--- config.mk ---
export PLATFORM = sky130hd
export DESIGN_NAME = mem_stage_dcache_flat
export DESIGN_NICKNAME = d
export VERILOG_FILES = /design/src/rtl/mem_stage_dcache_if.sv /design/src/rtl/mem_stage_dcache.sv /design/src/flat_wrapper.sv
export SDC_FILE = /design/constraint.sdc
export NUM_CORES = 1
export LEC_CHECK = 0
export CAP_MARGIN = 10
export CORE_MARGIN = 4
export CORE_UTILIZATION = 40
export CTS_CLUSTER_SIZE = 8
export DETAILED_ROUTE_END_ITERATION = 6
export PLACE_DENSITY = 0.62
export SYNTH_ARGS = -nofsm -noshare
export SYNTH_HDL_FRONTEND = slang
export SYNTH_SLANG_ARGS = --single-unit
--- constraint.sdc ---
create_clock -name clk -period 10.8 [get_ports clk]
set_input_delay 1.62 -clock clk [delete_from_list [all_inputs] [get_ports clk]]
set_output_delay 1.62 -clock clk [all_outputs]
set_load 0.02 [all_outputs]
--- src/rtl/mem_stage_dcache_if.sv ---
// Backing-memory bus between the data-cache stage (master) and the memory (slave).
interface mem_stage_dcache_if;
   logic        memReq;
   logic        memWe;
   logic [15:0] memAddr;
   logic [15:0] memWdata;
   logic        memAck;
   logic [15:0] memRdata;

   modport master (output memReq, memWe, memAddr, memWdata, input memAck, memRdata);
   modport slave  (input memReq, memWe, memAddr, memWdata, output memAck, memRdata);
endinterface

--- src/rtl/mem_stage_dcache.sv ---
// MEM stage: direct-mapped one-word-per-line read cache with write-through,
// no-write-allocate stores over a req/ack backing-memory bus.
module mem_stage_dcache #(
   parameter int INDEX_BITS = 3
) (
   input  logic               clk,
   input  logic               rst_n,
   input  logic               memRead,
   input  logic               memWrite,
   input  logic [15:0]        addr,
   input  logic [15:0]        writeData,
   output logic [15:0]        readData,
   output logic               hit,
   mem_stage_dcache_if.master mem
);
   localparam int LINES = 1 << INDEX_BITS;
   localparam int TAG_W = 16 - INDEX_BITS;

   typedef enum logic [1:0] {IDLE, RD_WAIT, WR_WAIT, DONE} state_t;

   state_t                  state, state_nxt;
   logic [LINES-1:0]        valid;
   logic [TAG_W-1:0]        tags [LINES];
   logic [15:0]             data [LINES];
   logic [15:0]             rd_q;
   logic [INDEX_BITS-1:0]   idx, fill_idx;
   logic [TAG_W-1:0]        tag, fill_tag;
   logic                    lookup, is_wr, is_rd;

   assign idx      = addr[INDEX_BITS-1:0];
   assign tag      = addr[15:INDEX_BITS];
   assign fill_idx = mem.memAddr[INDEX_BITS-1:0];
   assign fill_tag = mem.memAddr[15:INDEX_BITS];
   assign lookup   = valid[idx] && (tags[idx] == tag);
   // A simultaneous read+write request is handled as a store.
   assign is_wr    = memWrite;
   assign is_rd    = memRead && !memWrite;

   always_comb begin
      state_nxt = state;
      hit       = 1'b0;
      readData  = rd_q;
      case (state)
         IDLE: begin
            if (is_wr) begin
               state_nxt = WR_WAIT;
            end else if (is_rd) begin
               if (lookup) begin
                  hit      = 1'b1;
                  readData = data[idx];
               end else begin
                  state_nxt = RD_WAIT;
               end
            end else begin
               hit = 1'b1;
            end
         end
         RD_WAIT, WR_WAIT: begin
            if (mem.memAck) state_nxt = DONE;
         end
         DONE: begin
            hit       = 1'b1;
            state_nxt = IDLE;
         end
      endcase
   end

   always_ff @(posedge clk or negedge rst_n) begin
      if (!rst_n) state <= IDLE;
      else        state <= state_nxt;
   end

   always_ff @(posedge clk or negedge rst_n) begin
      if (!rst_n) begin
         valid        <= '0;
         mem.memReq   <= 1'b0;
         mem.memWe    <= 1'b0;
         mem.memAddr  <= '0;
         mem.memWdata <= '0;
         rd_q         <= '0;
      end else begin
         case (state)
            IDLE: begin
               if (is_wr) begin
                  mem.memReq   <= 1'b1;
                  mem.memWe    <= 1'b1;
                  mem.memAddr  <= addr;
                  mem.memWdata <= writeData;
               end else if (is_rd && !lookup) begin
                  mem.memReq  <= 1'b1;
                  mem.memWe   <= 1'b0;
                  mem.memAddr <= addr;
               end else if (is_rd) begin
                  // Keep the hit value so readData holds it once the request goes away.
                  rd_q <= data[idx];
               end
            end
            RD_WAIT: begin
               if (mem.memAck) begin
                  mem.memReq      <= 1'b0;
                  mem.memWe       <= 1'b0;
                  valid[fill_idx] <= 1'b1;
                  rd_q            <= mem.memRdata;
               end
            end
            WR_WAIT: begin
               if (mem.memAck) begin
                  mem.memReq <= 1'b0;
                  mem.memWe  <= 1'b0;
               end
            end
            DONE: ;
         endcase
      end
   end

   // Tag/data arrays carry no reset; the valid bits gate them.
   always_ff @(posedge clk) begin
      if (state == IDLE && is_wr && lookup) begin
         data[idx] <= writeData;
      end else if (state == RD_WAIT && mem.memAck) begin
         tags[fill_idx] <= fill_tag;
         data[fill_idx] <= mem.memRdata;
      end
   end
endmodule

--- src/flat_wrapper.sv ---
// flat-port wrapper written by rule: the top's interface ports become plain ports
module mem_stage_dcache_flat 
#(
   parameter int INDEX_BITS = 3
)
  (clk, rst_n, memRead, memWrite, addr, writeData, readData, hit, mem_memReq, mem_memWe, mem_memAddr, mem_memWdata, mem_memAck, mem_memRdata);
  mem_stage_dcache_if mem_i ();
  input  logic clk;
  input  logic rst_n;
  input  logic memRead;
  input  logic memWrite;
  input  logic [15:0] addr;
  input  logic [15:0] writeData;
  output logic [15:0] readData;
  output logic hit;
  output wire logic [$bits(mem_i.memReq)-1:0] mem_memReq;
  output wire logic [$bits(mem_i.memWe)-1:0] mem_memWe;
  output wire logic [$bits(mem_i.memAddr)-1:0] mem_memAddr;
  output wire logic [$bits(mem_i.memWdata)-1:0] mem_memWdata;
  input wire logic [$bits(mem_i.memAck)-1:0] mem_memAck;
  input wire logic [$bits(mem_i.memRdata)-1:0] mem_memRdata;
  assign mem_memReq = mem_i.memReq;
  assign mem_memWe = mem_i.memWe;
  assign mem_memAddr = mem_i.memAddr;
  assign mem_memWdata = mem_i.memWdata;
  assign mem_i.memAck = mem_memAck;
  assign mem_i.memRdata = mem_memRdata;
  mem_stage_dcache #(.INDEX_BITS(INDEX_BITS)) u_core (.clk(clk), .rst_n(rst_n), .memRead(memRead), .memWrite(memWrite), .addr(addr), .writeData(writeData), .readData(readData), .hit(hit), .mem(mem_i));
endmodule
==> Implementation_results.wiki <==
{| class="wikitable"
! Metric !! Value
|-
| Result of the run || complete, no violations
|-
| # diodes || 0
|-
| Clock network power share || 0.325
|-
| Setup repair after global routing missed its margin || no
|-
| Tightest Pin Transition || 1070 ps
|-
| Timing-limited maximum frequency || 129 MHz
|-
| Dominant synthesized flop cell || edfxtp_1
|-
| Clk pin slew, worst setup/hold paths || 50 ps
|-
| Hold buffer count at CTS || 0
|-
| Final HPWL DP || 15900 um
|-
| Proportion of synthesized chip area in sequential cells || 0.687
|-
| Chain of cells forming the critical path || clkdlybuf4s50_1 > buf_4 > nor2b_1 > a22oi_1 > and3b_1 > or4_1 > nor4_4 > buf_4 > mux2_2 > clkdlybuf4s50_1
|-
| FF/Latch Area || 8470 sq um
|-
| Share of layout cells above drive strength 1 || 0.242
|-
| Standard cell core area || 30500 sq um
|-
| Nets || 872
|-
| Top-area cell type share of the netlist area || 0.565
|-
| Count of port buffers added during placement || 103
|-
| Combinational power share || 0.239
|-
| Reg power frac || 0.435
|-
| Clock tree from TritonCTS || yes
|-
| Number of maximum-capacitance violations || 0
|-
| Area used by multi-input combinational logic || 3690 sq um
|-
| Post-Synthesis Mean Instance Area || 18.1 sq um
|-
| Yosys warnings || 0
|-
| GR Overflow Total || 0
|-
| Util after Layout || 0.495
|-
| Data arrival time of the critical path || 6100 ps
|-
| Wire length of the first global-routing pass || 41300 um
|-
| Wire length reported by the detailed router || 26800 um
|-
| CTS Sinks || 292
|-
| Filler instances || 2516
|-
| Global placement routability congestion || 0.761
|-
| Cell depth of the worst flop-to-flop path || 8
|-
| Deepest clock path buffer count || 3
|-
| Sw Share || 0.286
|-
| Reported net switching power || 0.00106 W
|-
| Die X-Extent || 184 um
|-
| Routed wire length on met2 || 12900 um
|-
| Type of element launching the critical path || input port
|-
| CTS Root Cell || clkbuf_16
|-
| Number of enable-type register cells in the synthesized netlist || 232
|-
| Detailed route wirelength on metal3 || 1720 um
|-
| Initial Utilization || 0.404
|-
| Share of the cycle needed by the critical path after routing || 0.715
|-
| Internal Dissipation || 0.00265 W
|-
| Biggest area consumer among synthesized cells || edfxtp_1
|-
| Length of routed wiring on met1 || 11700 um
|-
| Ratio of routed vias to standard cells || 5.25
|-
| Overall via count from detail_route || 6525
|-
| Hold violation count in the final report || 0
|-
| Final setup fails || 0
|-
| Worst min-delay path class || reg -> reg
|-
| Dominant cells by area after synthesis || edfxtp_1 (56%), dfrtp_1 (12%), mux2_2 (7.0%)
|-
| Detailed router's first-iteration violation count || 506
|-
| Critical Path Slowest Stage Cell || nor2b_1
|-
| Number of iterations in the first detailed-routing pass || 5
|-
| Number of flip-flops and latches in the synthesized netlist || 292
|-
| Shortest clock period the worst path allows after layout || 7720 ps
|-
| Relative max-transition margin || 0.283
|-
| Average wire per standard cell || 21.5 um
|-
| Hold Crit Depth || 1
|-
| CP Max Fanout || 24
|-
| H-tree Lvls || 2
|-
| Syn Inst Count || 682
|-
| Most frequent cells in the layout || edfxtp_1 (232), clkdlybuf4s50_1 (100), mux2i_1 (80)
|-
| Count of different cell masters after synthesis || 52
|-
| Number of cell rows || 64
|-
| Worst Clk Skew || 32.0 ps
|-
| Remaining antenna violation count || 0
|-
| Uppermost signal routing layer after detailed routing || met4
|-
| Via count of the first global-routing pass || 6897
|-
| Total standard cell area after synthesis || 12300 sq um
|-
| Total global routing track utilization || 0.160
|-
| Max rail drop VDD || 0.134 mV
|-
| CP required || 9180 ps
|-
| Sum of negative setup slack || 0 ps
|-
| Post-CTS sizing || 0
|-
| Crit Path Category || in -> out
|-
| Die outline area || 33700 sq um
|-
| Sort of element at the end of the critical path || output pin
|-
| Post-synthesis net count || 738
|-
| Post-CTS setup-driven buffer insertion count || 0
|-
| Initial antenna violation count || 0
|-
| Total CTS buffers || 42
|-
| Commonest non-fill, non-tap cell in the layout || edfxtp_1
|-
| Reported leakage power || 5.35 nW
|-
| Insertion delay to the later sink of the worst-skew pair || 540 ps
|-
| Layout area overhead || 22.5%
|-
| Share of flip-flops with an asynchronous set or reset || 0.205
|-
| Power density normalized to cell area || 246 nW/um^2
|-
| Vert. Die Dim || 184 um
|-
| Slowest Stage Delay on Critical Path || 880 ps
|-
| # IOs || 104
|-
| Largest net degree at the start of global routing || 61
|-
| DRC || 0
|-
| Max-slew violation total from the final report || 0
|}
power groups by stage:
stage          Clock (W)  Sequential (W)  Combinational (W)
6_report         0.00121         0.00162           0.000888
5_1_grt          0.00128         0.00164           0.000959
4_1_cts          0.00123         0.00162           0.000905
3_5_place_dp           0         0.00163           0.000900
3_3_place_gp           0         0.00163           0.000891
2_1_floorplan          0         0.00167           0.000468
Yosys cell counts (all sizes together), types with 6 or more instances:
| cell | count |
|---|---|
| nand2 | 15 |
| clkbuf | 10 |
| mux2 | 81 |
| nand2b | 8 |
| nor3 | 7 |
| nor4 | 10 |
| a22o | 6 |
| dfrtp | 60 |
| nor2b | 6 |
| mux2i | 84 |
| buf | 20 |
| edfxtp | 232 |
| mux4 | 38 |
| inv | 22 |
| nor2 | 12 |
| a22oi | 15 |
sequential cells by signal (all words and copies together), names as in the netlist:
register and cells:
u_core.mem.memReq 1, u_core.data 128, u_core.tags 104, u_core.state 2
u_core.mem.memWe 1, u_core.mem.memAddr 16, u_core.mem.memWdata 16, u_core.valid 8
u_core.rd_q 16
cells by family after synthesis:
family	after synthesis	share of synthesized area
adders and majority gates	3	0.00304
and+or+nand+nor	79	0.0404
DFF	292	0.687
buffers and inverters	52	0.0223
AOI/OAI and AO/OA	51	0.0347
xor gates and xnor gates	2	0.00142
muxes	203	0.212
critical path: cells and delay by family:
kind            cells  cell delay (ps)
compound gates      1              230
buf+inv             4             1700
mux                 1              370
simple gates        4             2140
area by class of cell:
class / instances / area share
Clock buffer: 72 / 0.0770
Tap cell: 396 / 0.0328
Sequential cell: 292 / 0.560
Timing Repair Buffer: 120 / 0.0760
Clock inverter: 4 / 0.00422
Inverter: 22 / 0.00546
Multi-Input combinational cell: 338 / 0.244
stage by stage:
stage	worst slack (ps)	power, W	std cells	hold slack [ps]	instance area (sq um)
6_report	3080	0.00371	1244	459	15100
5_1_grt	2820	0.00388	1244	485	15100
4_1_cts	2990	0.00375	1244	464	15100
3_5_place_dp	3030	0.00254	1168	451	13900
3_3_place_gp	3090	0.00252	1168	448	13900
2_1_floorplan	5000	0.00214	682	429	12300
path summary, 6_finish.rpt:
kind	startpoint	end	slack, ps
min in group asynchronous	rst_n	u_core.mem.memAddr[15]	1210
min	u_core.valid[0]	u_core.valid[0]	460
max in group asynchronous	rst_n	u_core.mem.memWdata[14]	8980
max reg2reg	u_core.tags[7][5]	u_core.data[7][8]	7220
min reg2reg	u_core.valid[0]	u_core.valid[0]	460
max	addr[2]	readData[10]	3080
layer usage:
metal / GRT usage / vias up
met2: 0.260 / 176
met3: 0.0299 / 40
met5: 0 / -
met1: 0.224 / 3326
met4: 0.0411 / 0
li1: - / 2983
(Power assumes the default switching activity.)
